--- src/rtl/regfile_dump_pkg.sv ---
// Shared types and defaults for the register-file dump engine.
// State encoding, default geometry and the zero-register index.
package regfile_dump_pkg;

    localparam int unsigned DUMP_DW     = 64;
    localparam int unsigned DUMP_NREGS  = 32;
    localparam int unsigned DUMP_AW     = 5;
    localparam int unsigned DUMP_ZR_IDX = DUMP_NREGS - 1;

    typedef enum logic [2:0] {
        S_IDLE,
        S_FETCH,
        S_SEND_LO,
        S_SEND_HI,
        S_DONE
    } dump_state_t;

endpackage

--- src/rtl/regfile_dump.sv ---
// Walks every register pair through the two read ports, streams each word out
// over valid/ready with its index, and keeps an XOR checksum of accepted words.
module regfile_dump
    import regfile_dump_pkg::*;
#(
    parameter int unsigned DW       = DUMP_DW,
    parameter int unsigned NREGS    = DUMP_NREGS,
    parameter int unsigned AW       = DUMP_AW,
    parameter bit          FORCE_ZR = 1'b1
) (
    input  logic          clk,
    input  logic          reset,
    input  logic          start,
    output logic          busy,
    output logic          done,
    output logic          hold_wr,
    output logic [AW-1:0] ra1,
    output logic [AW-1:0] ra2,
    input  logic [DW-1:0] rd1,
    input  logic [DW-1:0] rd2,
    output logic          out_valid,
    input  logic          out_ready,
    output logic [DW-1:0] out_data,
    output logic [AW-1:0] out_idx,
    output logic [DW-1:0] checksum
);

    localparam logic [AW-2:0] K_LAST = (AW-1)'(NREGS / 2 - 1);

    dump_state_t   state, state_nx;
    logic [AW-2:0] k, k_nx;
    logic [DW-1:0] buf_lo, buf_lo_nx;
    logic [DW-1:0] buf_hi, buf_hi_nx;
    logic [DW-1:0] csum, csum_nx;

    always_ff @(posedge clk or posedge reset) begin
        if (reset) begin
            state  <= S_IDLE;
            k      <= '0;
            buf_lo <= '0;
            buf_hi <= '0;
            csum   <= '0;
        end else begin
            state  <= state_nx;
            k      <= k_nx;
            buf_lo <= buf_lo_nx;
            buf_hi <= buf_hi_nx;
            csum   <= csum_nx;
        end
    end

    always_comb begin
        state_nx  = state;
        k_nx      = k;
        buf_lo_nx = buf_lo;
        buf_hi_nx = buf_hi;
        csum_nx   = csum;
        case (state)
            S_IDLE: begin
                if (start) begin
                    k_nx     = '0;
                    csum_nx  = '0;
                    state_nx = S_FETCH;
                end
            end
            S_FETCH: begin
                // Both words are snapshotted here; later register writes cannot leak in.
                buf_lo_nx = rd1;
                buf_hi_nx = (FORCE_ZR && (k == K_LAST)) ? '0 : rd2;
                state_nx  = S_SEND_LO;
            end
            S_SEND_LO: begin
                if (out_ready) begin
                    csum_nx  = csum ^ buf_lo;
                    state_nx = S_SEND_HI;
                end
            end
            S_SEND_HI: begin
                if (out_ready) begin
                    csum_nx = csum ^ buf_hi;
                    if (k == K_LAST) begin
                        state_nx = S_DONE;
                    end else begin
                        k_nx     = k + 1'b1;
                        state_nx = S_FETCH;
                    end
                end
            end
            S_DONE:  state_nx = S_IDLE;
            default: state_nx = S_IDLE;
        endcase
    end

    // Outputs decode only state, k and the buffers, so ready/rd never reach them combinationally.
    always_comb begin
        busy      = (state != S_IDLE);
        hold_wr   = (state != S_IDLE);
        done      = (state == S_DONE);
        out_valid = (state == S_SEND_LO) || (state == S_SEND_HI);
        ra1       = {k, 1'b0};
        ra2       = {k, 1'b1};
        out_idx   = {k, (state == S_SEND_HI)};
        checksum  = csum;
        case (state)
            S_SEND_LO: out_data = buf_lo;
            S_SEND_HI: out_data = buf_hi;
            default:   out_data = '0;
        endcase
    end

endmodule

--- config.mk ---
export PLATFORM = sky130hd
export DESIGN_NAME = regfile_dump
export DESIGN_NICKNAME = d
export VERILOG_FILES = /design/src/rtl/regfile_dump_pkg.sv /design/src/rtl/regfile_dump.sv
export SDC_FILE = /design/constraint.sdc
export NUM_CORES = 1
export LEC_CHECK = 0
export ABC_CLOCK_PERIOD_IN_PS = 14000
export BUFFER_PORTS_ARGS = -buffer_cell sky130_fd_sc_hd__buf_2
export CAP_MARGIN = 40
export CORE_UTILIZATION = 40
export CTS_BUF_LIST = sky130_fd_sc_hd__clkbuf_4
export CTS_CLUSTER_DIAMETER = 200
export CTS_CLUSTER_SIZE = 40
export DETAILED_ROUTE_END_ITERATION = 16
export PLACE_DENSITY_LB_ADDON = 0.15
export SLEW_MARGIN = 0
export SYNTH_ARGS = -nofsm -noshare
export SYNTH_HDL_FRONTEND = slang
export SYNTH_SLANG_ARGS = --single-unit
--- constraint.sdc ---
create_clock -name clk -period 14 [get_ports clk]
set_input_delay 0.7 -clock clk [delete_from_list [all_inputs] [get_ports clk]]
set_output_delay 0.7 -clock clk [all_outputs]
set_load 0.1 [all_outputs]
* Yosys cells after proc, flatten, opt, wreduce, memory -nomap -nowiden
Index checks and enable logic that the tools add are counted.
W data, S select, Z words.
** Cells by class
- Bitwise logic cells :: 2
- Reduce and logical (&&, ||, !) cells :: 8
- $add $sub $neg :: 1
- Multiplexer cells :: 15
- Equal/unequal tests :: 9
** Operator list (count)
- $mux W64 :: 4
- $pmux W64 S3 :: 1
- $pmux W64 S2 :: 1
- $xor A64 B64 Y64 :: 2
- $mux W3 :: 4
- $mux W4 :: 3
- $pmux W3 S4 :: 1
- $ne A2 B2 Y1 const B :: 4
- $pmux W4 S2 :: 1
- $reduce_and A4 Y1 :: 2
- $eq A3 B2 Y1 const B :: 2
- $reduce_bool A3 Y1 :: 2
- $add A4 B1 Y4 const B :: 1
- $eq A4 B4 Y1 const B :: 1
- $eq A3 B1 Y1 const B :: 1
- $eq A3 B3 Y1 const B :: 1
- $logic_not A3 Y1 :: 1
- $reduce_and A3 Y1 :: 1
- $reduce_bool A2 Y1 :: 1
- $logic_or A1 B1 Y1 :: 1
** Word-level totals
- Register bits after elaboration :: 199
- Word-level logic and storage cells :: 40

* Longest topological paths before layout
- Depth in word-level cells :: 4
- Depth in mapped cells :: 9
- Gate-level depth less buffers :: 5

* Worst setup path after synthesis
OpenSTA, ideal clock, no wires.
- Path kind :: register to output
- From :: reg state[0]
- To :: out done
- Data arrival time :: 3094 ps
- Stages on the path, launching flop included :: 5
- Buffers on the path :: 3
- Setup slack :: 10206 ps
- Cells stage by stage :: dfrtp_1 > buf_2 > buf_1 > buf_2 > nor3_1
** On the way
- Word-level cells in the longest chain between the ends :: 1
** Ends and longest elaborated chain
- start, declared :: line regfile_dump.sv:30 : dump_state_t state, state_nx;
- start signal, assigned :: line regfile_dump.sv:44 : state <= state_nx;
- $eq A3 B3 Y1 :: line regfile_dump.sv:98 : done = (state == S_DONE);
- end, declared :: line regfile_dump.sv:15 : output logic done,
Every way passes these cells.

* Worst setup path after layout
- From :: reg state[0]
- To :: out out_data[63]
** On the way
- Word-level cells in the longest chain between the ends :: 2
- Elaborated cells between the ends (all ways) :: 3
- Classes of those cells :: 2 x eq/ne; 1 x mux
** Ends and longest elaborated chain
- $eq A3 B2 Y1 :: line regfile_dump.sv:104 : case (state)
- $pmux W64 S2 (*) :: line regfile_dump.sv:104
- end, declared :: line regfile_dump.sv:23 : output logic [DW-1:0] out_data,
Every way passes the cells marked *; elsewhere a longest branch is shown, timed or not.

==> results.json <==
{
  "status": "finished clean",
  "dieHeight_um": 156,
  "cp_max_fo": 40,
  "fin_crit_sh_pct": 25.8,
  "htree_num_levels": 4,
  "antenna_found_initial": 3,
  "num_io_pins": 279,
  "yosys-top-cells-area": "dfrtp_1 53%, mux2i_1 14%, nand2_1 7.8%",
  "gp_congestion": 0.784,
  "synth_fa_ha_area_share_pct": 0.132,
  "drive_above_1_share_pct": 27.4,
  "max-slew-margin-rel_pct": 42.9,
  "grt_util_all_layers_pct": 22.5,
  "endpoint_kind": "output port",
  "worst_slew_pin_slew_ns": 0.856,
  "clk_root_buffer_cell": "clkbuf_4",
  "rsz0062_at_grt": "no",
  "totalWireLength_mm": 26.9,
  "grt_max_degree": 100,
  "clk_path_buf_depth": 2,
  "netlist_instances": 965,
  "postPlaceCellArea_sq_um": 11100,
  "dpl.hpwl_mm": 17.4,
  "synth_top_area_share_pct": 52.5,
  "core_sq_um": 22900,
  "drc": 0,
  "fillCellCount": 2267,
  "final_common_cell": "buf_2",
  "synth_top_family_by_area": "simple AND/OR/NAND/NOR gates",
  "final_cell_mix": "276 x buf_2, 198 x dfrtp_1, 195 x nand2_1, 128 x mux2i_1",
  "viasPerCell": 5.16,
  "slowest_stage": "dfrtp_4",
  "cts_sinks": 199,
  "dr.first_iter.drc_count": 381,
  "ys_ff_latch": 199,
  "cpPeakStageDelay_ns": 0.84,
  "antenna_left": 0,
  "detailroute.via_count": 7844,
  "netlist_area_sq_um": 9480,
  "synth_top_area_cell": "dfrtp_1",
  "drv_cap": 0,
  "crit_type": "register to output port",
  "avgSynthCellArea_sq_um": 9.82,
  "arrival_ns": 2.91,
  "ys_warn_count": 0,
  "numCtsBuffers": 17,
  "first_pass_iters": 4,
  "synth_compound_area_share_pct": 13.6,
  "syn-num-nets": 1098,
  "die_w_um": 156,
  "nets": 1325,
  "post-route-min-period_ns": 3.61,
  "wire_per_inst_um": 17.7,
  "synth.area.mux_share_pct": 13.5,
  "grt_first_pass_wirelength_mm": 42.3,
  "final_area_sq_um": 11300,
  "io_buffers": 276,
  "cts_tree": "yes",
  "fmax_ghz": 0.277,
  "maxSlewViolCount": 0,
  "cts.reportedPaths.clkPinSlew_ns": 0.18,
  "ctsResizeCount": 0,
  "hp-class": "input pin to register",
  "regArea_sq_um": 4980,
  "setup_tns_ns": 0,
  "crit_chain": "buf_4 -> mux2i_1 -> nor2_1 -> buf_2",
  "synth.distinct_cells": 30,
  "initial_core_util_pct": 41.4,
  "synth-simple-area-share_pct": 15.6,
  "cp.required_ns": 13.30,
  "crit_family": "buffers and inverters",
  "cp_num_buf_inv": 2,
  "ys_seq_area_share_pct": 52.5,
  "syn2layout_area_growth_pct": 19.7,
  "setup_viol": 0,
  "clk_latency_ns": 0.57,
  "startpoint_type": "register",
  "skew_ns": 0.0235,
  "overflow": 0,
  "multi_input_area_sq_um": 4090,
  "fp-row-count": 55,
  "synth_xor_area_share_pct": 0,
  "grt_pass1_vias": 7712,
  "dieArea_sq_um": 24300,
  "final_hold_viol_count": 0
}
per-layer routing:
metal  share of wire [%]  global-route usage [%]
met4                 1.2                    5.46
met3                 6.3                    5.92
met5                   0                       0
met2                  48                    36.4
met1                  45                    30.1
synth_stat cells:
master    count
nand2_1     196
o211a_1       1
clkbuf_1     43
nor3b_1       1
or3_1        65
a21o_1        2
and3b_1       1
nand2b_1      1
nand3b_1      2
inv_1         5
dfrtp_1     199
buf_1        13
o21ai_0      68
a32o_1        1
a21oi_1      68
a211oi_1      1
ha_1          1
a22o_1       64
nand3_1       3
nor3_1        2
buf_6         5
buf_2        10
conb_1        2
inv_2         1
buf_4        12
mux2i_1     128
or3b_4        1
nor2_1       66
and2_1        2
a41oi_1       1
stage by stage:
step / hold slack [ns] / setup slack (ns) / instances / util [%]
floorplan: 0.466 / 7.87 / 965 / -
global placement: 0.482 / 11.00 / 1480 / 47.8
detailed placement: 0.485 / 10.97 / 1485 / 48.3
CTS: 0.0110 / 10.28 / 1517 / 49.5
global route: 0.228 / 10.12 / 1520 / 49.5
finish: 0.304 / 10.39 / 1521 / 49.5
registers in the layout (all words and copies together) (netlist names):
register  count
k             4
buf_hi       64
state         3
buf_lo       64
checksum     64
cell families after synthesis:
logic type | after synthesis
adders and majority gates | 1
and+or+nand+nor | 340
buffers and inverters | 89
AOI/OAI and AO/OA | 206
other | 2
DFF | 199
muxes | 128
worst register-to-register path: cells and delay by family (launching register included):
family | cells | cell delay [ns]
buf+inv | 2 | 1.29
flops | 1 | 0.75
compound gates | 1 | 0.33
simple gates | 1 | 0.18
cell type report:
type	instances	area share, %
Sequential cell	199	43.9
Clock inverter	14	1.05
Timing Repair Buffer	291	14.0
Antenna cell	3	0.0661
Clock buffer	18	1.19
Inverter	6	0.265
Multi-Input combinational cell	677	36.1
Tap cell	313	3.45
what timing repair did:
item                       in CTS  in global routing
hold endpoints to repair        0                  5
setup endpoints to repair       0                  0
hold buffers                    0                  1
buffers inserted                0                  0
final timing paths:
kind | startpoint | end | slack [ns] | cells past startpoint
setup / recovery | state[0] | out_data[63] | 10.39 | 4
min in group asynchronous | reset | buf_hi[52] | 0.61 | 3
max in group asynchronous | reset | checksum[39] | 12.00 | 6
setup reg to reg | state[0] | buf_hi[34] | 11.41 | 4
hold reg to reg | buf_lo[17] | buf_lo[17] | 0.52 | 2
hold / removal | rd1[6] | buf_lo[6] | 0.30 | 3
Power is left out: the tool's default activity adds up to more than one toggle a clock period on the data nets, which glitch-free logic cannot reach.
